<file path="config.mk">
export PLATFORM = sky130hd
export DESIGN_NAME = sipo_word_deframer
export DESIGN_NICKNAME = d
export VERILOG_FILES = /design/src/rtl/serial_pkg.sv /design/src/rtl/mod_counter.sv /design/src/rtl/sipo_word_deframer.sv
export SDC_FILE = /design/constraint.sdc
export NUM_CORES = 1
export LEC_CHECK = 0
export CORE_MARGIN = 4
export CORE_UTILIZATION = 51
export CTS_CLUSTER_DIAMETER = 120
export DETAILED_ROUTE_END_ITERATION = 8
export PLACE_DENSITY = 0.84
export SLEW_MARGIN = 10
export SYNTH_ARGS = -nofsm -noshare
export SYNTH_HDL_FRONTEND = slang
export SYNTH_SLANG_ARGS = --single-unit
</file>
<file path="constraint.sdc">
create_clock -name clk -period 2.3 [get_ports clk]
set_input_delay 0.69 -clock clk [delete_from_list [all_inputs] [get_ports clk]]
set_output_delay 0.69 -clock clk [all_outputs]
set_load 0.02 [all_outputs]
</file>
<file path="src/rtl/serial_pkg.sv">
// Constants and helpers shared by the serial transmit and receive paths.
package serial_pkg;

  localparam int ORDER_MSB_FIRST = 0;
  localparam int ORDER_LSB_FIRST = 1;
  localparam int DEFAULT_WORD_W  = 8;

  // Number of bits needed to index n values; gives 1 for n <= 2.
  function automatic int clog2(input int n);
    int r;
    r = 0;
    while ((1 << r) < n) r++;
    return (r < 1) ? 1 : r;
  endfunction

endpackage

</file>
<file path="src/rtl/mod_counter.sv">
// Modulo-MOD up counter with enable, synchronous clear and a terminal-count flag.
module mod_counter
  import serial_pkg::*;
#(
  parameter  int MOD = DEFAULT_WORD_W,
  localparam int CW  = clog2(MOD)
) (
  input  logic          clk,
  input  logic          i_clr,
  input  logic          i_en,
  output logic [CW-1:0] o_count,
  output logic          o_tc
);

  localparam logic [CW-1:0] LAST = CW'(MOD - 1);

  assign o_tc = (o_count == LAST);

  // Wrap explicitly at MOD-1 so non-power-of-two moduli never reach MOD.
  always_ff @(posedge clk) begin
    if (i_clr)
      o_count <= '0;
    else if (i_en)
      o_count <= o_tc ? '0 : o_count + 1'b1;
  end

endmodule

</file>
<file path="src/rtl/sipo_word_deframer.sv">
// Collects serial bits into WIDTH-bit words and offers them on a valid/ready holding register.
module sipo_word_deframer
  import serial_pkg::*;
#(
  parameter  int WIDTH     = DEFAULT_WORD_W,
  parameter  int LSB_FIRST = ORDER_MSB_FIRST,
  localparam int CW        = clog2(WIDTH)
) (
  input  logic             clk,
  input  logic             i_sclr,
  input  logic             i_en,
  input  logic             i_bit,
  input  logic             i_abort,
  input  logic             i_ready,
  input  logic             i_ovr_clr,
  output logic [WIDTH-1:0] o_data,
  output logic             o_valid,
  output logic             o_overrun,
  output logic             o_busy,
  output logic [CW-1:0]    o_count
);

  logic [WIDTH-1:0] shift_p0;
  logic [WIDTH-1:0] shift_nxt;
  logic [WIDTH-1:0] data_p1;
  logic             vld_p1;
  logic             ovr_q;
  logic             accept;
  logic             tc;
  logic             complete;
  logic             load;

  assign accept   = i_en & ~i_abort;
  assign complete = accept & tc;
  // A finished word is kept only if the holding register is empty or being drained now.
  assign load     = complete & (~vld_p1 | i_ready);

  mod_counter #(.MOD(WIDTH)) u_bit_cnt (
    .clk     (clk),
    .i_clr   (i_sclr | i_abort),
    .i_en    (accept),
    .o_count (o_count),
    .o_tc    (tc)
  );

  always_comb begin
    shift_nxt = shift_p0;
    if (LSB_FIRST == ORDER_LSB_FIRST)
      shift_nxt = {i_bit, shift_p0[WIDTH-1:1]};
    else
      shift_nxt = {shift_p0[WIDTH-2:0], i_bit};
  end

  // Stage 0: bit assembly
  always_ff @(posedge clk) begin
    if (i_sclr || i_abort)
      shift_p0 <= '0;
    else if (accept)
      shift_p0 <= shift_nxt;
  end

  // Stage 1: holding register and handshake
  always_ff @(posedge clk) begin
    if (i_sclr) begin
      data_p1 <= '0;
      vld_p1  <= 1'b0;
      ovr_q   <= 1'b0;
    end else begin
      if (load)
        data_p1 <= shift_nxt;
      if (load)
        vld_p1 <= 1'b1;
      else if (i_ready)
        vld_p1 <= 1'b0;
      if (complete && vld_p1 && !i_ready)
        ovr_q <= 1'b1;
      else if (i_ovr_clr)
        ovr_q <= 1'b0;
    end
  end

  assign o_data    = data_p1;
  assign o_valid   = vld_p1;
  assign o_overrun = ovr_q;
  assign o_busy    = (o_count != '0);

endmodule
</file>
## After elaboration in Yosys (flattened, before gate mapping)

Index checks and enable logic that the tools add are counted.

- Flip-flop bits (word level): 20
- Bits in latches: 0
- Bits in writable memories: 0
- Memory bits (read-only): 0
- Input port bits: 7
- Output and inout port bits: 14
- Word-level logic and storage cells: 26
- Memories kept: 0

- Add/sub/neg operators: 1
- $mul: 0
- Divide/modulo/power cells: 0
- Magnitude comparators: 0
- Equal/unequal tests: 1
- Shifts and indexed selects: 0
- Mux-type cells: 5
- Bitwise gates (word level): 7
- Reduce and logical (&&, ||, !) cells: 7

Operators with widths:

| kind | number |
|---|---|
| $mux 1 | 4 |
| $reduce_bool 2->1 | 2 |
| $add 3x1->3 const B | 1 |
| $and 1x1->1 | 3 |
| $eq 3x3->1 const B | 1 |
| $mux 3 | 1 |
| $reduce_bool 3->1 | 1 |
| $logic_and 1x1->1 | 2 |
| $not 1->1 | 2 |
| $or 1x1->1 | 2 |
| $logic_not 1->1 | 1 |
| $logic_or 1x1->1 | 1 |

## Longest topological paths before layout

Gate-level depths: netlist (run 1).

- Word-level depth: 6
- Gate-level depth with buffers: 6
- Depth with buffers taken out: 5

## By module

A second synthesis (run 1) with hierarchy kept.

- Cell total of the unflattened synthesis: 81
- Area total of the unflattened synthesis: 873.3 um^2

By module, submodules not included:

| module | instances | cells each | area an instance (um^2) | sequential area each (um^2) |
|---|---|---|---|---|
| sipo_word_deframer | 1 | 69 | 737.0 | 340.3 |
| mod_counter | 1 | 12 | 136.4 | 60.1 |

## Worst setup path after synthesis (run 1)

Ideal clock, no wire load.

- Kind: reg2out
- Start: register u_bit_cnt.o_count[0]
- End: output o_busy
- Data arrival time: 0.904 ns
- Data required time: 1.610 ns
- Slack: 0.706 ns
- Cell stages (with the launch flop): 4
- Path buffers: 0
- Cell sequence: dfxtp_1 -> inv_1 -> ha_1 -> nand2b_1

- Cells in the longest elaborated chain, start to end: 1

Ends and longest elaborated chain:

| what | line | source |
|---|---|---|
| from (decl) | mod_counter.sv:11 | `output logic [CW-1:0] o_count,` |
| from (signal assigned) | mod_counter.sv:24 | `o_count <= o_tc ? '0 : o_count + 1'b1;` |
| $reduce_bool 3->1 | sipo_word_deframer.sv:85 | `assign o_busy = (o_count != '0);` |
| to (decl) | sipo_word_deframer.sv:19 | `output logic o_busy,` |

No other way between the ends.

## Final worst setup path (run 1)

Same ends and word-level chain as after synthesis.

==> metrics list, run 1 <==
- The signal on the critical path passes through inv_1 -> ha_1 -> nand2b_1 -> dlygate4sd2_1.
* Finished layout cell area: 1120 um2
* Final net count: 116
- The worst pin sits at a relative slew slack of 0.772.
- The number of antenna diodes in the final layout is 0.
- Final Hold Fails: 0
- The final layout contains routed wiring with a total length of 1480 um.
- Buffers placed on the I/O ports in this run total 20.
* Number of iterations in the first detailed-routing pass: 4
* Vias after detailed routing: 610
- Post-detailed-route wirelength per cell: 12.2 um
- From synthesis to final layout, the design area changed by 27.2%.
- # resized after CTS: 1
- The run finished with clean final reports.
- CTS saw 20 sinks.
* Number of setup buffers added after CTS: 0
* Final Critical Period: 2.04 ns
- The startpoint identified for the worst register-to-register timing path is u_bit_cnt.o_count[0].
- In the final timing run, aggregate negative setup slack is 0 ns.
- Register bit count reported by yosys: 20
* Worst-case reg-to-reg path depth: 5
- Pin slew with the least headroom to its limit: 0.342 ns
- TritonCTS built the clock tree.
- Setup violations, final: 0
- In this run the worst hold path is classified as reg2reg.
* Number of pins exceeding their max-slew limit in the final report: 0
* Root Driver: sky130_fd_sc_hd__clkbuf_4
- Depth of the worst hold-timing path: 2
- The share of the Yosys chip area taken by registers is 0.455.
- Maximum number of pins on one net before global-route repair: 17
- Cell with the biggest individual delay on the critical path: sky130_fd_sc_hd__dfxtp_1
- Arr. time, crit path: 1.35 ns
- Nature of the critical path startpoint: register
* CP max stage delay: 0.41 ns
- Endpoint of the worst register-to-register path: o_data[4]
- Required @ worst endpoint: 1.61 ns
- Average instance area after synthesis: 10.6 um2
* Reg2Reg Setup Slack: 0.80 ns
* Count of mapped cells out of synthesis: 83
* Share of layout cells above drive strength 1: 0.0857
* Static Leak: 0.448 nW
- CP Capture Type: output pin
- Starting Density: 0.564
- The Yosys step of the flow raised 0 warnings.
- # Max-Cap Violations: 0
- First-iteration detailed-routing DRC count: 5
- Achievable frequency: 489 MHz
- Yosys mapped the design onto 17 distinct sky130hd cell types.
* Summed instance area of the synthesized netlist: 880 um2
- Vias per std cell: 5.04
* Leading cell type in the layout, fill and taps excluded: sky130_fd_sc_hd__dfxtp_1
* Maximum net fanout on the critical path: 5
* Total global routing overflow: 0
* Most used cells in the layout excluding fill and tap cells: sky130_fd_sc_hd__dfxtp_1, sky130_fd_sc_hd__clkdlybuf4s50_1, sky130_fd_sc_hd__mux2i_1, sky130_fd_sc_hd__nand2b_1, sky130_fd_sc_hd__nor2_1
- Clock tree synthesis inserted a total of 3 buffers.
* Vert. Die Dim: 49.5 um
- Filler instances: 119
- The clock passes through at most 2 buffers.
- Hold path startpoint: o_data[1]
* Largest voltage drop on the vdd net: 0.436 mV
- Number of global-route vias before repair: 588
- Overall power consumption: 0.594 mW
- Wire length of the first global-routing pass: 2620 um
- Critical Setup Path Class: reg2out
- Clock latency on the worst-skew pair, taken at its later pin, is 0.29 ns.
* Core area: 1560 um2
- Mapped Nets: 93
- The floorplan has 14 rows.
* Horizontal die dimension: 49.5 um
- In the routed design, unresolved DRC markers number 0.
* Clock edge transition at the registers on the reported setup and hold paths: 0.11 ns
- After legalization and detailed placement, the total HPWL measured 1130 um.
* Global Route Usage Sum: 0.135
- The initial antenna violation count came to 0.
- The floorplan step defined a die boundary enclosing 2450 um2.
- Antenna violation net count after detailed routing: 0
* Period Utilization, post-route: 0.889
* Hold EP: o_data[1]
- Setup repair after global routing left no endpoint under its margin.
* Post-DP Area: 1080 um2
- The congestion estimate from routability-driven global placement came to 0.689.
- Dividing total power by cell area gives a power density of 531 nW/um2.
* CTS hold repair buffers: 0
- I/O Pins: 21
* Max H-tree Level: 1
* Layout Skew: 0.00343 ns
stage by stage:
stage | hold WS [ns] | utilization | setup WS [ns] | std cells
3_3_place_gp | 0.457 | 0.695 | 0.362 | 117
2_1_floorplan | 0.451 | - | 0.706 | 83
3_5_place_dp | 0.460 | 0.695 | 0.333 | 117
5_1_grt | 0.506 | 0.717 | 0.160 | 121
4_1_cts | 0.486 | 0.717 | 0.238 | 121
6_report | 0.479 | 0.717 | 0.256 | 121
report_power, final:
| group | leakage (nW) | internal, mW | switching [mW] |
|---|---|---|---|
| Combinational | 0.266 | 0.0264 | 0.0197 |
| Sequential | 0.161 | 0.348 | 0.00187 |
| Clock | 0.0210 | 0.0963 | 0.101 |
layer usage:
| layer | GRT usage | part of all wire |
|---|---|---|
| met5 | 0 | 0 |
| met4 | 0.0276 | 0 |
| met3 | 0.0301 | 0.040 |
| met2 | 0.244 | 0.54 |
| met1 | 0.163 | 0.42 |
state kept, by name, summed over array words and instances (netlist names):
signal	flops
o_data	8
u_bit_cnt.o_count	3
o_overrun	1
shift_p0	7
o_valid	1
how the worst max path moves through the flow:
stage | to | cells after the start | slack, ns | from
floorplan | o_busy | 3 | 0.71 | u_bit_cnt.o_count[0]
global placement | o_busy | 4 | 0.36 | u_bit_cnt.o_count[0]
detailed placement | o_busy | 4 | 0.33 | u_bit_cnt.o_count[0]
CTS | o_busy | 4 | 0.24 | u_bit_cnt.o_count[0]
global route | o_busy | 4 | 0.16 | u_bit_cnt.o_count[0]
finish | o_busy | 4 | 0.26 | u_bit_cnt.o_count[0]
cell families after synthesis:
logic type               Yosys count  synth area share
AO/OA/AOI/OAI                      2            0.0128
AND/OR/NAND/NOR                   33             0.236
flip-flops                        20             0.455
adder cells (fa/ha/maj)            3            0.0427
buffers and inverters              7            0.0484
multiplexers                      18             0.205
synth_stat cells:
library cell	count	area share
sky130_fd_sc_hd__nand3b_4	1	0.023
sky130_fd_sc_hd__clkbuf_1	1	0.0043
sky130_fd_sc_hd__or2_1	1	0.0071
sky130_fd_sc_hd__o22ai_1	1	0.0071
sky130_fd_sc_hd__buf_4	1	0.0085
sky130_fd_sc_hd__nor2_1	11	0.047
sky130_fd_sc_hd__buf_2	1	0.0057
sky130_fd_sc_hd__nor2b_1	1	0.0071
sky130_fd_sc_hd__ha_1	3	0.043
sky130_fd_sc_hd__inv_1	3	0.013
sky130_fd_sc_hd__nor2b_4	1	0.016
sky130_fd_sc_hd__nand2b_1	17	0.12
sky130_fd_sc_hd__buf_8	1	0.017
sky130_fd_sc_hd__nand2b_4	1	0.016
sky130_fd_sc_hd__dfxtp_1	20	0.46
sky130_fd_sc_hd__mux2i_1	18	0.20
sky130_fd_sc_hd__a21oi_1	1	0.0057
cell type report:
type / count / area, um2 / area share
clock buffers: 4 / 36.3 / 0.0324
inverters: 3 / 11.3 / 0.0101
multi-input cells: 56 / 437 / 0.390
flip-flops and latches: 20 / 400 / 0.358
well taps: 16 / 20.0 / 0.0179
repair buffers: 22 / 214 / 0.191
critical path, delay by kind of cell (launching register included):
family        cells  cell delay, ns
fa+ha+maj         1            0.20
buf+inv           2            0.40
flops             1            0.41
simple gates      1            0.06
Power figures use the tool's default switching activity.
==> run 2, diff against run 1 <==
SKIP_CTS_REPAIR_TIMING = 1   (was unset)
==> metrics list, run 2 (synthesis gave the netlist of run 1 again) <==
- The final critical path time including I/O delays and setup is 2.02 ns (-0.0201 ns).
- The clock latency on the worst-skew pair was 0.29 ns (about the same).
- Standard-cell row count: 14 (unchanged)
- The wire length of the first global-routing pass was 2620 um (unchanged).
* Cell with the biggest individual delay on the critical path: sky130_fd_sc_hd__clkdlybuf4s50_1
- The detailed-routing iteration count for the pre-antenna-repair pass is 4 (unchanged).
* CP Capture Type: output pin
- The vias per cell was 5.04 (unchanged).
* Final Hold Fails: 0 (unchanged)
- Initial antenna violation count: 0 (unchanged)
* CP max stage delay: 0.64 ns (+0.23 ns)
* Maximum net fanout on the critical path: 5 (unchanged)
- Pin slew with the least headroom to its limit: 0.342 ns (-0.0000409 ns)
* RD Place Congestion: 0.689 (unchanged)
* Result of the run: finished, final reports clean
- The total power was 0.594 mW (+0.10%).
- Total global routing overflow: 0 (unchanged)
- Number of global-route vias before repair: 588 (unchanged)
- First-iteration detailed-routing DRC count: 5 (unchanged)
* Static Leak: 0.460 nW (+2.7%)
- The required time reported for the critical path endpoint was 1.61 ns (about the same).
- Detailed placer's ending HPWL: 1130 um (unchanged)
- Setup repair after global routing missed its margin: false
- In this design, the largest share of critical-path delay is due to buffers and inverters.
- Core area: 1560 um2 (unchanged)
- Max FFs per register: 8 (unchanged)
- Reg2Reg Setup Slack: 0.80 ns (about the same)
- The post-route fraction of the period consumed by the critical path was 0.880 (-0.00873).
- The combined global-route utilization of all metal layers was 0.135 (unchanged).
- The worst relative slew slack was 0.772 (about the same).
- Largest voltage drop on the vdd net: 0.436 mV (about the same)
- The setup clock skew after layout came to 0.00351 ns (+0.0000759 ns).
- The number of port buffers was 20 (unchanged).
- Worst min-delay path class: reg2reg
* Antenna violation net count after detailed routing: 0 (unchanged)
* Worst-case reg-to-reg path depth: 5 (unchanged)
- Hold path startpoint: o_data[1]
- Final cell utilization of the core: 0.720 (+0.00241)
- The number of clock sinks seen by CTS is 20 (unchanged).
- The via count of the routed design was 610 (unchanged).
* Arr. time, crit path: 1.33 ns (-0.02 ns)
- The remaining routing DRC violations came to 0 (unchanged).
- Number of CTS-inserted buffers: 3 (unchanged)
* Count of antenna diodes in the layout: 0 (unchanged)
- Nature of the critical path startpoint: register
- The area growth from synthesis to layout is 27.6%.
- The clock-pin transition on the worst setup and hold timing paths came to 0.11 ns (about the same).
- The setup path with the least slack is of type reg2out.
- TritonCTS built the clock tree.
- Clock buffer depth: 2 (unchanged)
* Starting Density: 0.564 (unchanged)
- The die footprint came to 2450 um2 (unchanged).
* Endpoint of the worst register-to-register path: o_data[4]
- Cell area power density: 530 nW/um2 (-0.23%)
- Ordered list of cells on the worst path: clkdlybuf4s50_1
- The number of cells on the worst hold path came to 2 (unchanged).
* Vert. Die Dim: 49.5 um (unchanged)
- Number of pins exceeding their max-slew limit in the final report: 0 (unchanged)
* Filler instances: 117 (-1.7%)
- The maximum number of pins on one net before global-route repair came to 17 (unchanged).
- The top cell types in the final layout, fill and taps aside, are sky130_fd_sc_hd__dfxtp_1, sky130_fd_sc_hd__clkdlybuf4s50_1, sky130_fd_sc_hd__mux2i_1, sky130_fd_sc_hd__nand2b_1, sky130_fd_sc_hd__nor2_1.
- The sum of routed wire length over all layers came to 1480 um (about the same).
- Setup violations, final: 0 (unchanged)
* Root Driver: sky130_fd_sc_hd__clkbuf_4
- Max H-tree Level: 1 (unchanged)
- Leading cell type in the layout, fill and taps excluded: sky130_fd_sc_hd__dfxtp_1
- I/O Pins: 21 (unchanged)
- Horizontal die dimension: 49.5 um (unchanged)
- Startpoint of the lowest-slack register-to-register path: u_bit_cnt.o_count[0]
* # Max-Cap Violations: 0 (unchanged)
- The upper clock frequency limit was 494 MHz (+0.99%).
- The worst hold path terminates at o_data[1].
- Crit path buf inv count: 1 (-1)
- Post-detailed-route wirelength per cell: 12.3 um (about the same)
- Final net count: 116 (unchanged)
- The share of final-layout standard cells stronger than drive strength 1 came to 0.0857 (unchanged).
-- run 2: changes by cell type in the layout (fill, tap and decap cells not counted), sizes merged --
cell,before,now
dlygate4sd2,1,0
dlymetal6s2s,0,1
-- run 2: per-stage QoR --
step / TNS [ns] / std cells / setup WS [ns] / hold slack (ns) / area [um2]
after global placement: 0 / 117 / 0.362 / 0.457 / 1080
after floorplan: 0 / 83 / 0.706 / 0.451 / 880
after CTS: -0.0359 / 121 / -0.0359 / 0.486 / 1120
after detailed placement: 0 / 117 / 0.333 / 0.460 / 1080
final: 0 / 121 / 0.276 / 0.479 / 1120
after global routing: 0 / 121 / 0.211 / 0.506 / 1120
-- run 2: final cells by class --
class                   count  area [um2]  share of cell area
flip-flops and latches     20         400               0.357
well taps                  16        20.0              0.0178
multi-input cells          56         437               0.389
inverters                   3        11.3              0.0100
repair buffers             22         218               0.194
clock buffers               4        36.3              0.0323
-- run 2: per-layer routing --
metal,global-route usage,wire (um),vias to the layer above
met5,0,0,-
met1,0.163,625,285
met4,0.0276,0,0
met3,0.0301,59,0
met2,0.244,797,11
li1,-,-,314
-- run 2: report_power, final --
part,total [mW],switching (mW),internal (mW)
combinational,0.0467,0.0197,0.0269
clock,0.198,0.101,0.0963
sequential,0.350,0.00187,0.348
total,0.594,0.123,0.471
-- run 2: worst max path at each step --
stage / depth (start not counted) / start / slack (ns) / endpoint
after floorplan: 3 / u_bit_cnt.o_count[0] / 0.71 / o_busy
after global placement: 4 / u_bit_cnt.o_count[0] / 0.36 / o_busy
after detailed placement: 4 / u_bit_cnt.o_count[0] / 0.33 / o_busy
after CTS: 4 / u_bit_cnt.o_count[0] / -0.04 / o_busy
after global routing: 1 / u_bit_cnt.o_count[0] / 0.21 / o_count[0]
final: 1 / u_bit_cnt.o_count[0] / 0.28 / o_count[0]
==> run 3, diff against run 2 <==
CORE_MARGIN = 3   (was 4)
==> metrics list, run 3 (synthesis gave the netlist of run 1 again) <==
- The total count of max-transition violations in the final report came to 0 (unchanged).
- Layout Skew: 0.00330 ns (-0.000209 ns)
* Vert. Die Dim: 47.5 um (-4.0%)
- Final net count: 116 (unchanged)
- The number of DRC violations after detailed-routing iteration 0 was 10 (+5).
- Critical Setup Path Class: reg2out
- Count of antenna diodes in the layout: 0 (unchanged)
* Worst min-delay path class: reg2reg
* Number of CTS-inserted buffers: 3 (unchanged)
- CP Capture Type: output pin
* Achievable frequency: 495 MHz (about the same)
- The die footprint is 2260 um2 (-7.9%).
- Number of design rule violations left after detail routing: 0 (unchanged)
* Clock buffer depth: 2 (unchanged)
- Leaving out fill and tap cells, the most frequent cell in the layout is sky130_fd_sc_hd__dfxtp_1.
- TritonCTS clock tree: done
* Vias per std cell: 5.14 (+2.0%)
- Vias after detailed routing: 622 (+2.0%)
- Required @ worst endpoint: 1.61 ns (about the same)
- Number of global-route vias before repair: 572 (-2.7%)
* Antenna violation net count after detailed routing: 0 (unchanged)
- Post-DP Area: 1080 um2 (unchanged)
* RD Place Congestion: 0.671 (-2.6%)
- Most used cells in the layout excluding fill and tap cells: sky130_fd_sc_hd__dfxtp_1, sky130_fd_sc_hd__clkdlybuf4s50_1, sky130_fd_sc_hd__mux2i_1, sky130_fd_sc_hd__nand2b_1, sky130_fd_sc_hd__nor2_1
- The worst-margin pin slew was 0.336 ns (-0.00634 ns).
- The share of final-layout standard cells stronger than drive strength 1 is 0.0857 (unchanged).
* Post-detailed-route wirelength per cell: 12.2 um (-0.47%)
* # Max-Cap Violations: 0 (unchanged)
- The number of clock sinks seen by CTS came to 20 (unchanged).
* Finished layout cell area: 1120 um2 (unchanged)
* Global Route Usage Sum: 0.156 (+0.0205)
- The maximum vdd ir drop is 0.355 mV (-19%).
- Among all stages on the critical path, the largest delay is contributed by sky130_fd_sc_hd__clkdlybuf4s50_1.
- Clock tree synthesis selected as its root buffer the cell sky130_fd_sc_hd__clkbuf_4.
* Cell area power density: 533 nW/um2 (+0.66%)
- Number of iterations in the first detailed-routing pass: 4 (unchanged)
- The worst relative slew slack is 0.776 (+0.00423).
- Nature of the critical path startpoint: register
- Core area: 1560 um2 (unchanged)
- The signal on the critical path passes through clkdlybuf4s50_1.
- The final HPWL from detailed placement was 1130 um (-0.27%).
- The clock-pin transition on the worst setup and hold timing paths was 0.11 ns (about the same).
- Area growth from synthesis to final layout: 27.6% (unchanged)
- The buffers plus inverters on the worst setup path is 1 (unchanged).
* Maximum number of pins on one net before global-route repair: 17 (unchanged)
* Filler instances: 116 (-0.85%)
* Result of the run: finished, final reports clean
- The data arrival time of the worst path came to 1.33 ns (about the same).
* Clock network latency to the later pin of the worst-skew pair: 0.30 ns (about the same)
* Setup slack of the critical path after layout: 0.278 ns (+0.00201 ns)
* Setup violations, final: 0 (unchanged)
* Final Hold Fails: 0 (unchanged)
* Total Wirelength: 1480 um (-0.47%)
- The count of pins on the block boundary came to 21 (unchanged).
- The final critical path time including I/O delays and setup was 2.02 ns (-0.00201 ns).
- Worst hold slack: 0.480 ns (+0.000827 ns)
- The H-tree depth reported by CTS was 1 (unchanged).
- The number of cell rows came to 14 (unchanged).
- Initial antenna violation count: 0 (unchanged)
- The die span in x was 47.5 um (-4.0%).
* Maximum net fanout on the critical path: 5 (unchanged)
- The wire length of the first global-routing pass was 2460 um (-5.8%).
* CP max stage delay: 0.63 ns (about the same)
- Setup tns final: 0 ns (unchanged)
- Static Leak: 0.460 nW (unchanged)
* Max FFs per register: 8 (unchanged)
* Period Utilization, post-route: 0.879 (about the same)
* Number of input and output port buffers inserted: 20 (unchanged)
- Total global routing overflow: 0 (unchanged)
- The worst slack after detailed placement came to 0.321 ns (-0.0127 ns).
* Setup repair after global routing missed its margin: false
- Family with the most delay on the worst path: buffers and inverters
- The effective utilization at floorplan came to 0.564 (unchanged).
==> run 3: cell counts in the layout (fill, tap and decap cells not counted) <==
Identical to the previous run, type by type.
==> run 3: worst paths after layout <==
check | from | cells past startpoint | slack (ns) | end
setup reg to reg | u_bit_cnt.o_count[0] | 5 | 0.81 | o_data[4]
hold reg to reg | o_data[0] | 2 | 0.48 | o_data[0]
setup / recovery | u_bit_cnt.o_count[0] | 1 | 0.28 | o_count[0]
hold / removal | o_data[0] | 2 | 0.48 | o_data[0]
==> run 3: worst register-to-register path: stages (launching register included) <==
cell                       delay (ns)
sky130_fd_sc_hd__dfxtp_1         0.40
sky130_fd_sc_hd__ha_1            0.17
sky130_fd_sc_hd__ha_1            0.23
sky130_fd_sc_hd__nand3b_4        0.11
sky130_fd_sc_hd__nor2b_4         0.29
sky130_fd_sc_hd__mux2i_1         0.22
==> run 3: area by class of cell <==
| cell class | count | area [um2] | area share |
|---|---|---|---|
| Sequential cell | 20 | 400 | 0.357 |
| Timing Repair Buffer | 22 | 218 | 0.194 |
| Clock buffer | 4 | 36.3 | 0.0323 |
| Inverter | 3 | 11.3 | 0.0100 |
| Multi-Input combinational cell | 56 | 437 | 0.389 |
| Tap cell | 16 | 20.0 | 0.0178 |
==> run 3: stage by stage <==
stage          power [mW]  std cells   util
3_5_place_dp        0.405        117  0.695
5_1_grt             0.627        121  0.720
6_report            0.598        121  0.720
3_3_place_gp        0.404        117  0.695
2_1_floorplan       0.384         83      -
4_1_cts             0.607        121  0.718
==> run 3: report_power, final <==
part | switching, mW | internal, mW
Clock | 0.105 | 0.0966
Sequential | 0.00182 | 0.348
Combinational | 0.0197 | 0.0269
Total | 0.127 | 0.472
==> run 3: routing by layer <==
layer	GRT usage	routed length, um	vias up
met2	0.270	769	12
met1	0.186	624	291
li1	-	-	315
met5	0	0	-
met3	0.0226	56	4
met4	0.0806	26	0
